--- src/rtl/pid_core_param.sv ---
// Multi-cycle PID controller core: one shared multiplier, clamped integrator, saturating output.
// Build option: define PID_ANTIWINDUP_EN to hold the integrator while the output is saturated toward the error.
module pid_core_param #(
    parameter int unsigned W       = 8,
    parameter int unsigned GW      = 8,
    parameter int unsigned FRAC    = 4,
    parameter int unsigned INT_LIM = 1023,
    parameter int unsigned BIAS    = 128
) (
    input  logic          clk,
    input  logic          rst_n,
    input  logic          sample_valid,
    input  logic [W-1:0]  setpoint,
    input  logic [W-1:0]  feedback,
    input  logic [GW-1:0] kp,
    input  logic [GW-1:0] ki,
    input  logic [GW-1:0] kd,
    input  logic          clear,
    output logic          busy,
    output logic          out_valid,
    output logic [W-1:0]  control_out,
    output logic          sat_hi,
    output logic          sat_lo,
    output logic          overrun
);
    localparam int unsigned EW = W + 1;
    localparam int unsigned DW = W + 2;
    localparam int unsigned IW = $clog2(INT_LIM + 1) + 1;
    localparam int unsigned SW = ((IW > EW) ? IW : EW) + 1;
    localparam int unsigned MW = (IW > DW) ? IW : DW;
    localparam int unsigned PW = GW + 1 + MW;
    localparam int unsigned AW = PW + 2;
    localparam int unsigned OW = ((AW > 32) ? AW : 32) + 1;

    localparam logic signed [SW-1:0] LIM_HI  = SW'(INT_LIM);
    localparam logic signed [SW-1:0] LIM_LO  = -LIM_HI;
    localparam logic signed [OW-1:0] BIAS_S  = OW'(BIAS);
    localparam logic signed [OW-1:0] OUT_MAX = OW'({W{1'b1}});
    localparam logic [W-1:0] RST_OUT =
        (64'(BIAS) > ((64'd1 << W) - 64'd1)) ? {W{1'b1}} : W'(BIAS);

    localparam logic [2:0] S_IDLE  = 3'd0;
    localparam logic [2:0] S_ERR   = 3'd1;
    localparam logic [2:0] S_MUL_P = 3'd2;
    localparam logic [2:0] S_MUL_I = 3'd3;
    localparam logic [2:0] S_MUL_D = 3'd4;
    localparam logic [2:0] S_OUT   = 3'd5;

    logic [2:0]           state, state_n;
    logic [W-1:0]         sp_r, sp_n, fb_r, fb_n;
    logic [GW-1:0]        kp_r, kp_n, ki_r, ki_n, kd_r, kd_n;
    logic signed [EW-1:0] e_r, e_n, e_prev, e_prev_n;
    logic signed [DW-1:0] de_r, de_n;
    logic signed [IW-1:0] integ, integ_n;
    logic signed [AW-1:0] acc, acc_n;
    logic                 busy_n, out_valid_n, sat_hi_n, sat_lo_n, overrun_n;
    logic [W-1:0]         control_out_n;

    logic signed [EW-1:0] e_c;
    logic signed [DW-1:0] de_c;
    logic signed [SW-1:0] isum_c;
    logic signed [IW-1:0] iclamp_c;
    logic signed [GW:0]   op_a_c;
    logic signed [MW-1:0] op_b_c;
    logic signed [PW-1:0] prod_c;
    logic signed [AW-1:0] acc_shr_c;
    logic signed [OW-1:0] s_c;
    logic                 hold_c;

`ifdef PID_ANTIWINDUP_EN
    assign hold_c = (sat_hi && !e_c[EW-1] && (e_c != '0)) || (sat_lo && e_c[EW-1]);
`else
    assign hold_c = 1'b0;
`endif

    // Error, derivative, clamped integrator and the shared multiplier operand mux
    always_comb begin
        e_c    = $signed({1'b0, sp_r}) - $signed({1'b0, fb_r});
        de_c   = DW'(e_c) - DW'(e_prev);
        isum_c = SW'(integ) + SW'(e_c);
        if (isum_c > LIM_HI) begin
            iclamp_c = IW'(LIM_HI);
        end else if (isum_c < LIM_LO) begin
            iclamp_c = IW'(LIM_LO);
        end else begin
            iclamp_c = IW'(isum_c);
        end

        op_a_c = '0;
        op_b_c = '0;
        case (state)
            S_MUL_P: begin
                op_a_c = $signed({1'b0, kp_r});
                op_b_c = MW'(e_r);
            end
            S_MUL_I: begin
                op_a_c = $signed({1'b0, ki_r});
                op_b_c = MW'(integ);
            end
            S_MUL_D: begin
                op_a_c = $signed({1'b0, kd_r});
                op_b_c = MW'(de_r);
            end
            default: ;
        endcase
        prod_c    = PW'(op_a_c) * PW'(op_b_c);
        acc_shr_c = acc >>> FRAC;
        s_c       = OW'(acc_shr_c) + BIAS_S;
    end

    // Next-state and next-output logic; clear overrides everything else
    always_comb begin
        state_n       = state;
        sp_n          = sp_r;
        fb_n          = fb_r;
        kp_n          = kp_r;
        ki_n          = ki_r;
        kd_n          = kd_r;
        e_n           = e_r;
        de_n          = de_r;
        e_prev_n      = e_prev;
        integ_n       = integ;
        acc_n         = acc;
        busy_n        = busy;
        out_valid_n   = 1'b0;
        control_out_n = control_out;
        sat_hi_n      = sat_hi;
        sat_lo_n      = sat_lo;
        overrun_n     = overrun;

        if (clear) begin
            state_n   = S_IDLE;
            busy_n    = 1'b0;
            integ_n   = '0;
            e_prev_n  = '0;
            overrun_n = 1'b0;
        end else begin
            if (sample_valid && busy) begin
                overrun_n = 1'b1;
            end
            case (state)
                S_IDLE: begin
                    busy_n = 1'b0;
                    if (sample_valid && !busy) begin
                        sp_n    = setpoint;
                        fb_n    = feedback;
                        kp_n    = kp;
                        ki_n    = ki;
                        kd_n    = kd;
                        busy_n  = 1'b1;
                        state_n = S_ERR;
                    end
                end
                S_ERR: begin
                    e_n     = e_c;
                    de_n    = de_c;
                    integ_n = hold_c ? integ : iclamp_c;
                    state_n = S_MUL_P;
                end
                S_MUL_P: begin
                    acc_n   = AW'(prod_c);
                    state_n = S_MUL_I;
                end
                S_MUL_I: begin
                    acc_n   = acc + AW'(prod_c);
                    state_n = S_MUL_D;
                end
                S_MUL_D: begin
                    acc_n   = acc + AW'(prod_c);
                    state_n = S_OUT;
                end
                S_OUT: begin
                    // busy stays high through the out_valid cycle and drops in IDLE
                    if (s_c > OUT_MAX) begin
                        control_out_n = {W{1'b1}};
                        sat_hi_n      = 1'b1;
                        sat_lo_n      = 1'b0;
                    end else if (s_c < 0) begin
                        control_out_n = '0;
                        sat_hi_n      = 1'b0;
                        sat_lo_n      = 1'b1;
                    end else begin
                        control_out_n = W'(s_c);
                        sat_hi_n      = 1'b0;
                        sat_lo_n      = 1'b0;
                    end
                    e_prev_n    = e_r;
                    out_valid_n = 1'b1;
                    state_n     = S_IDLE;
                end
                default: state_n = S_IDLE;
            endcase
        end
    end

    always_ff @(posedge clk) begin
        if (!rst_n) begin
            state       <= S_IDLE;
            sp_r        <= '0;
            fb_r        <= '0;
            kp_r        <= '0;
            ki_r        <= '0;
            kd_r        <= '0;
            e_r         <= '0;
            de_r        <= '0;
            e_prev      <= '0;
            integ       <= '0;
            acc         <= '0;
            busy        <= 1'b0;
            out_valid   <= 1'b0;
            control_out <= RST_OUT;
            sat_hi      <= 1'b0;
            sat_lo      <= 1'b0;
            overrun     <= 1'b0;
        end else begin
            state       <= state_n;
            sp_r        <= sp_n;
            fb_r        <= fb_n;
            kp_r        <= kp_n;
            ki_r        <= ki_n;
            kd_r        <= kd_n;
            e_r         <= e_n;
            de_r        <= de_n;
            e_prev      <= e_prev_n;
            integ       <= integ_n;
            acc         <= acc_n;
            busy        <= busy_n;
            out_valid   <= out_valid_n;
            control_out <= control_out_n;
            sat_hi      <= sat_hi_n;
            sat_lo      <= sat_lo_n;
            overrun     <= overrun_n;
        end
    end

endmodule

--- config.mk ---
export PLATFORM = sky130hd
export DESIGN_NAME = pid_core_param
export DESIGN_NICKNAME = d
export VERILOG_FILES = /design/src/rtl/pid_core_param.sv
export SDC_FILE = /design/constraint.sdc
export NUM_CORES = 1
export LEC_CHECK = 0
export ABC_AREA = 0
export BUFFER_PORTS_ARGS = -buffer_cell sky130_fd_sc_hd__buf_2
export CORE_MARGIN = 4
export CORE_UTILIZATION = 57
export CTS_BUF_LIST = sky130_fd_sc_hd__clkbuf_8 sky130_fd_sc_hd__clkbuf_16
export CTS_CLUSTER_DIAMETER = 120
export DETAILED_ROUTE_END_ITERATION = 8
export PLACE_DENSITY_LB_ADDON = 0.08
export REMOVE_ABC_BUFFERS = 1
export SYNTH_ARGS = -nofsm -noshare
export SYNTH_HDL_FRONTEND = slang
export SYNTH_SLANG_ARGS = --single-unit
--- constraint.sdc ---
create_clock -name clk -period 7.6 [get_ports clk]
set_clock_uncertainty 0.1 [all_clocks]
set_input_delay 0.76 -clock clk [delete_from_list [all_inputs] [get_ports clk]]
set_output_delay 0.76 -clock clk [all_outputs]
set_load 0.1 [all_outputs]
-- Yosys cells after proc, flatten, opt, wreduce, memory -nomap -nowiden
Index checks and enable logic that the tools add are counted.
- flip-flop bits (word level): 117
- bits in latches: 0
- RAM bits: 0
- ROM bits: 0
- input bits: 44
- output and inout port bits: 13
- logic and storage cells: 60
- memories kept: 0
- add/subtract/negate cells: 5
- multiply operators: 1
- div/mod/pow operators: 0
- order comparisons: 4
- equal/unequal tests: 6
- shift-type cells: 0
- muxes and demuxes: 14
- bitwise gates (word level): 2
- reduce and logical (&&, ||, !) cells: 11
- operators by type and width (cell ; number):
    case mux 22 bit (2 select lines) ; 1
    case mux 11 bit (3 select lines) ; 1
    case mux 8 bit (3 select lines) ; 1
    adder 22 x 20 -> 22 bit ; 1
    2-to-1 mux 11 bit ; 2
    multiplier 9 x 11 -> 20 bit ; 1
    adder 18 x 9 -> 19 bit, second input constant ; 1
    > comparator 19 x 9 -> 1 bit, second input constant ; 1
    < comparator 19 x 1 -> 1 bit, second input constant ; 1
    2-to-1 mux 8 bit ; 2
    case mux 3 bit (5 select lines) ; 1
    adder 11 x 9 -> 12 bit ; 1
    > comparator 12 x 11 -> 1 bit, second input constant ; 1
    < comparator 12 x 11 -> 1 bit, second input constant ; 1
    subtractor 9 x 9 -> 10 bit ; 1
    subtractor 8 x 8 -> 9 bit ; 1
    equality test 3 x 2 -> 1 bit, second input constant ; 2
    equality test 3 bit, second input constant ; 2
    AND reduction 2 bit ; 3
    2-to-1 mux 1 bit ; 5
    OR reduction 2 bit ; 2
    equality test 3 x 1 -> 1 bit, second input constant ; 1
    logical NOT 3 bit ; 1
    2-to-1 mux 3 bit ; 1
    other kinds (6) ; 8

-- Depth between registers and ports, before layout
Gate-level depths: netlist (run 1).
- word-level depth: 5
- gate-level depth with buffers: 35
- gate-level depth less buffers: 32

-- Worst setup path after synthesis (run 1)
Ideal clock, no wire load.
- kind: register to register
- start: reg state[2]
- end: reg acc[21]
- setup time: 122 ps
- arrival time: 7407 ps
- required time: 7378 ps
- path slack: -30 ps
- cell stages (with the launch flop): 31
- path buffers: 4
- period minus slack after synthesis: 7630 ps
- cells stage by stage: dfxtp_1 clkbuf_1 nand2b_1 clkbuf_1 clkbuf_1 buf_1 o21a_1 nor2_1 fa_1 inv_1 fa_1 inv_1 fa_1 inv_1 fa_1 inv_1 ha_1 or3_1 o221a_1 a2111o_1 a31o_4 xor2_1 ha_1 or2_2 o31ai_1 a211oi_1 a2111oi_1 o21bai_1 a21oi_1 a21o_1 nand3_1
- cells in the longest elaborated chain, start to end: 5
- elaborated cells between the ends (all ways): 11
- those cells by class: add/sub (1); mul (1); eq/ne (3); mux (3); reduce/logical (3)
- ends and longest elaborated chain (what ; RTL line ; source):
    start: declaration ; 49 ; logic [2:0] state, state_n;
    start signal: assignment ; 216 ; state <= state_n;
    equality test 3 bit / equality test 3 x 2 -> 1 bit (equally long branches) ; 91, 141 ;
    case mux 8 bit (3 select lines) / case mux 11 bit (3 select lines) (equally long branches) ; 91 ; case (state)
    multiplier 9 x 11 -> 20 bit ; 106 ; prod_c = PW'(op_a_c) * PW'(op_b_c);
    adder 22 x 20 -> 22 bit ; 165, 169 ;
    case mux 22 bit (2 select lines) ; 141 ; case (state)
    end signal: assignment ; 226 ; acc <= acc_n;
    end: declaration ; 55 ; logic signed [AW-1:0] acc, acc_n;
Parallel ways exist; a longest one is shown, timed or not.
A chain may end at the register's enable or synchronous reset.

-- Worst setup path in the final report (run 1)
- start: reg state[2]
- end: reg acc[19]
The elaborated chain is that of the path after synthesis.

==> results of run 1 <==
==> sequential cells by signal, summed over array words and instances (netlist names) <==
name         cells
acc             22
busy             1
control_out      8
de_r            10
e_prev           9
e_r              9
fb_r             8
integ           11
kd_r             8
ki_r             8
kp_r             8
out_valid        1
overrun          1
sat_hi           1
sat_lo           1
sp_r             8
state            3
==> cells in the mapped netlist, drive strengths merged (3+ instances only) <==
master,n,share of area
nor4,4,0.0024
a21boi,4,0.0029
a221oi,9,0.0076
o211ai,4,0.0029
ha,95,0.11
a21oi,112,0.054
and3,12,0.0073
clkbuf,44,0.016
inv,166,0.060
dfxtp,117,0.23
o21a,20,0.015
mux2i,29,0.028
or2,10,0.0060
xnor2,38,0.033
o21bai,7,0.0050
nand3b,5,0.0036
a2111oi,3,0.0026
a21o,19,0.014
nand2,182,0.066
xor2,15,0.013
and2,4,0.0024
nand3,13,0.0063
a311oi,6,0.0050
nor3b,3,0.0022
buf,10,0.0043
a31o,3,0.0034
a41oi,3,0.0025
and4,3,0.0025
a211o,5,0.0042
o21ai,47,0.023
a211oi,18,0.013
nor2,142,0.051
fa,76,0.15
nor3,17,0.0082
a31oi,11,0.0081
nand2b,16,0.0096
or3,8,0.0048
nor2b,12,0.0072
==> tightest hold or removal path, delay by kind of cell (launching register included) <==
family | cells | cell delay, ns
and+or+nand+nor | 1 | 0.05
AOI/OAI and AO/OA | 1 | 0.05
DFF | 1 | 0.31
==> area by class of cell <==
| type | count | share of cell area |
|---|---|---|
| clock inverters | 15 | 0.0153 |
| repair buffers | 89 | 0.0455 |
| clock buffers | 17 | 0.0364 |
| well taps | 229 | 0.0245 |
| flip-flops and latches | 117 | 0.200 |
| inverters | 166 | 0.0533 |
| multi-input cells | 977 | 0.625 |
==> what timing repair did <==
action | CTS | global route
hold buffers | 0 | 0
resized for setup | 1 | 15
pin swaps | 0 | 3
setup buffers | 0 | 3
endpoints found under the setup margin | 1 | 5
==> cell usage in the layout, fill, tap and decap left out, drive strengths merged, types with 7 or more instances in the layout <==
cell type,instances
clkbuf,17
o21bai,7
ha,95
buf,89
fa,76
and3,12
dfxtp,117
inv,177
nor2,142
mux2i,29
nand2b,16
or3,8
nand2,182
a21oi,112
nand3,13
a211oi,18
nor2b,12
xnor2,38
nor3,17
or2,10
o21ai,47
xor2,15
a31oi,11
o21a,20
a21o,19
a221oi,9
==> kinds of logic after synthesis <==
logic type,count (synthesis),synth area share
compound gates,289,0.178
xor+xnor,53,0.0460
fa+ha+maj,173,0.262
buf+inv,220,0.0801
flops,117,0.225
mux,30,0.0290
simple gates,432,0.180
==> worst max-delay path by stage <==
stage / startpoint / endpoint / depth (start not counted)
detailed placement: state[1] / acc[21] / 27
global route: state[2] / acc[19] / 27
floorplan: state[0] / acc[21] / 27
finish: state[2] / acc[19] / 27
global placement: state[2] / acc[21] / 26
CTS: state[1] / acc[21] / 26
==> power by group through the flow <==
stage / Clock [mW] / Combinational [mW] / Sequential [mW]
3_5_place_dp: 0 / 0.337 / 0.658
6_report: 0.842 / 0.342 / 0.644
2_1_floorplan: 0 / 0.248 / 0.658
4_1_cts: 0.853 / 0.340 / 0.644
5_1_grt: 0.885 / 0.381 / 0.646
3_3_place_gp: 0 / 0.333 / 0.658
==> routing by layer <==
metal  GRT usage  up-vias
met5           0        -
li1            -     4488
met2       0.418      185
met4      0.0745        0
met1       0.344     4214
met3      0.0358       29
==> impl_metrics.yaml, run 1 <==
outcome:
  outcome: "complete, no violations"
sta:
  hold_slack_ns: 0.351
  slew_viol_final: 0
  clock.fmax_mhz: 138
  max_slew_margin: 0.393
  setup_viol: 0
  fin_crit_ns: 7.24
  finalSetupTns_ns: 0
  hold_viol: 0
  finalCritPeriodShare: 0.953
  worst_pin_slew_ns: 0.911
  worst_slack_ns: 0.355
final_layout:
  seqCellArea_um2: 2340
  insertedDiodeCount: 0
  area_growth_pct: 12.4
  fin_util: 0.651
  final_nets: 1583
  layout-drive-gt1-share: 0.110
  multi_input_area_um2: 7310
  fin_area_um2: 11700
  n_fill_cell: 1577
  final_cells: 1610
power_and_ir_drop:
  p_seq_frac: 0.352
  leakage_nw: 5.42
  p_per_area_nw_per_um2: 156
  peakVddDrop_v: 0.000146
  power.share.clock: 0.460
  switchingPower_mw: 0.560
  p_sw_frac: 0.306
  pwr-share-comb: 0.187
  p_int_mw: 1.27
  p_total_mw: 1.83
global_route:
  grt_pass1_vias: 8791
  gr-usage-all-layers: 0.252
  gr-total-overflow: 0
  grt_max_degree: 84
  antenna_found_initial: 0
  grt_pass1_wl_mm: 42.1
critical_path:
  cp.arrival_ns: 7.48
  reg2reg_from: "state[2]"
  slowest_delay_ns: 0.54
  cp_num_buf_inv: 6
  cp_max_fo: 16
  crit_top_cell: "fa_1"
  reg2reg_slack_ns: 0.36
  r2r_end: "acc[19]"
  r2r_cells: 27
  start_kind: "register"
  crit_type: "reg2reg"
  path_delay_family: "adder cells"
  end_kind: "register"
  crit_required_ns: 7.84
  cp_slowest_cell: "fa_1"
clock_tree:
  cts_sinks: 117
  h-tree-depth: 4
  cts_tree: "done"
  cts_max_path_buffers: 2
  clock_latency_ns: 0.42
  cts_buffers: 17
  path_clk_slew_ns: 0.06
  cts_root_buffer: "clkbuf_16"
routing:
  top_layer: "met4"
  post-route-drc-count: 0
  wl_met1_mm: 11.6
  viasPerCell: 5.54
  drt-total-wl_mm: 24.6
  first_pass_iters: 7
  dr_wl_met3_mm: 1.03
  avgRoutedWirePerCell_um: 15.2
  drt-initial-drc-count: 456
  ant_nets: 0
  dr_wl_met2_mm: 11.5
  vias: 8916
synth:
  ys_seq_elements: 117
  synth_cells: 1314
  avgSynthCellArea_um2: 7.92
  ys_seq_area_frac: 0.225
  syn-cell-area_um2: 10400
  synth-main-ff-cell: "dfxtp_1"
  yosys_warnings: 0
  synth-edff-count: 0
  ys_types: 66
  postSynth.asyncResetShare: 0
floorplanning:
  num_io_pins: 57
  std_cell_rows: 49
  start_util: 0.579
  die-area_um2: 20500
  chipWidth_um: 143
  chipHeight_um: 143
  core_area_um2: 18000
placement:
  preCtsSetupSlack_ns: -0.00552
  port_buffers: 56
  hpwl_mm: 19.0
  dpl-instance-area_um2: 11000
  dp_cells: 1575
  gp_congestion: 0.945
worst_hold_path:
  min-delay-start: "de_r[4]"
  hold_path_depth: 2
  whs_endpoint: "de_r[4]"
  hp-class: "reg2reg"
run:
  maxCapViolations: 0
No activity file was read; power rests on OpenSTA's default activity.
==> run 2: changes to the inputs <==
--- a/config.mk
+++ b/config.mk
@@ -8,7 +8,7 @@
 export ABC_AREA = 0
 export BUFFER_PORTS_ARGS = -buffer_cell sky130_fd_sc_hd__buf_2
 export CORE_MARGIN = 4
-export CORE_UTILIZATION = 57
+export CORE_UTILIZATION = 50
 export CTS_BUF_LIST = sky130_fd_sc_hd__clkbuf_8 sky130_fd_sc_hd__clkbuf_16
 export CTS_CLUSTER_DIAMETER = 120
 export DETAILED_ROUTE_END_ITERATION = 8
==> constraint.sdc (replaced) <==
create_clock -name clk -period 7.6 [get_ports clk]
set_clock_uncertainty 0.1 [all_clocks]
set_input_delay 0.76 -clock clk [delete_from_list [all_inputs] [get_ports clk]]
set_output_delay 0.76 -clock clk [all_outputs]
set_load 0.005 [all_outputs]
==> impl_metrics.yaml, run 2 (synthesized netlist as in run 1, its figures left out) <==
final_layout:
  area_growth_pct: 12.0
  layout-drive-gt1-share: 0.0996
  final_nets: 1578
  largest_registers: "acc x22, integ x11, de_r x10"
  layout_commonest_cell: "nand2_1"
  insertedDiodeCount: 0
  largest_register_ffs: 22
  final_cells: 1646
  layout_common_cells: "nand2_1, inv_1, nor2_1"
  fin_area_um2: 11700
  largest-register: "acc"
global_route:
  grt_pass1_vias: 8392
  grt_util_met1: 0.295
  antenna_found_initial: 0
  gr-total-overflow: 0
  grt_pass1_wl_mm: 41.3
  top_usage_layer: "met2"
  met3_usage: 0.0332
  gr-usage-all-layers: 0.214
  grt_max_degree: 84
  use_met2: 0.354
placement:
  preCtsSetupSlack_ns: 0.108
  hpwl_mm: 19.2
  dpl-instance-area_um2: 11000
  gp_congestion: 0.842
  port_buffers: 56
  dp_cells: 1613
critical_path:
  cp_max_fo: 25
  cp.arrival_ns: 7.40
  start_kind: "register"
  reg2reg_slack_ns: 0.40
  slowest_delay_ns: 0.54
  end_kind: "register"
  r2r_end: "acc[21]"
  reg2reg_from: "state[2]"
  cp_num_buf_inv: 6
  crit_type: "reg2reg"
  cp_slowest_cell: "fa_1"
  path_delay_family: "adder cells"
  r2r_cells: 29
  crit_required_ns: 7.80
sta:
  finalCritPeriodShare: 0.948
  clock.fmax_mhz: 139
  max_slew_margin: 0.364
  worst_pin_slew_ns: 0.954
  worst_slack_ns: 0.398
  slew_viol_final: 0
  setup_viol: 0
  rsz0062_at_grt: "false"
  hold_viol: 0
  fin_crit_ns: 7.20
clock_tree:
  cts_tree: "done"
  cts_resized: 0
  cts_buffers: 17
  cts_sinks: 117
  cts_setup_buffers: 0
  ctsHoldBuffers: 0
  clock_latency_ns: 0.42
  path_clk_slew_ns: 0.06
  cts_max_path_buffers: 2
  cts_root_buffer: "clkbuf_16"
  h-tree-depth: 4
worst_hold_path:
  whs_endpoint: "fb_r[2]"
  hold_path_depth: 2
  hp-class: "reg2reg"
  min-delay-start: "fb_r[2]"
floorplanning:
  chipHeight_um: 152
  start_util: 0.511
  core_area_um2: 20400
  num_io_pins: 57
  die-area_um2: 23200
  chipWidth_um: 152
  std_cell_rows: 52
power_and_ir_drop:
  p_per_area_nw_per_um2: 151
  peakVddDrop_v: 0.000129
  p_total_mw: 1.76
  leakage_nw: 5.37
routing:
  viasPerCell: 5.26
  first_pass_iters: 6
  ant_nets: 0
  avgRoutedWirePerCell_um: 15.1
  vias: 8665
  drt-initial-drc-count: 402
  post-route-drc-count: 0
  drt-total-wl_mm: 24.8
run:
  maxCapViolations: 0
outcome:
  outcome: "complete, no violations"
[run 2: cell types whose count changed in the layout (fill, tap and decap cells not counted), moves of 2 or more]
cell | before | now
buf_4 | 32 | 25
clkinv_2 | 0 | 3
inv_6 | 8 | 5
inv_8 | 3 | 0
a21oi_1 | 107 | 109
a21oi_2 | 5 | 3
o21ai_1 | 27 | 29
o21ai_2 | 2 | 0
[run 2: worst max path at each step]
| stage | start | to | slack (ns) | cells past startpoint |
|---|---|---|---|---|
| 3_5_place_dp | state[0] | acc[21] | 0.11 | 29 |
| 6_report | state[2] | acc[21] | 0.40 | 29 |
| 2_1_floorplan | state[0] | acc[21] | -0.34 | 27 |
| 4_1_cts | state[0] | acc[21] | 0.08 | 29 |
| 3_3_place_gp | state[0] | acc[21] | 0.19 | 27 |
| 5_1_grt | state[2] | acc[21] | 0.001 | 29 |
[run 2: final cells by class]
| class | instances | area, µm² |
|---|---|---|
| Tap cell | 270 | 338 |
| Inverter | 166 | 623 |
| Timing Repair Buffer | 84 | 524 |
| Clock inverter | 14 | 124 |
| Sequential cell | 117 | 2340 |
| Fill cell | 1910 | 8700 |
| Multi-Input combinational cell | 977 | 7270 |
| Clock buffer | 18 | 439 |
[run 2: tightest hold or removal path: cells and delay by family (launching register included)]
kind | cells | cell delay [ns]
compound gates | 1 | 0.05
simple gates | 1 | 0.05
flops | 1 | 0.31
[run 2: per-stage QoR]
step                TNS, ns  hold WS, ns  utilization
floorplan            -0.791        0.332            -
global placement          0        0.341        0.542
detailed placement        0        0.346        0.542
CTS                       0        0.355        0.570
global route              0        0.374        0.573
finish                    0        0.352        0.573
[run 2: metal layers]
| metal | routed length, µm | vias up |
|---|---|---|
| met2 | 11400 | 145 |
| met1 | 12200 | 4031 |
| met5 | 0 | - |
| li1 | - | 4466 |
| met4 | 291 | 0 |
| met3 | 890 | 23 |
[run 2: power by group]
group	switching, mW	leakage, nW	internal (mW)
Combinational	0.204	4.15	0.139
Clock	0.316	0.275	0.460
Sequential	0.0125	0.948	0.632
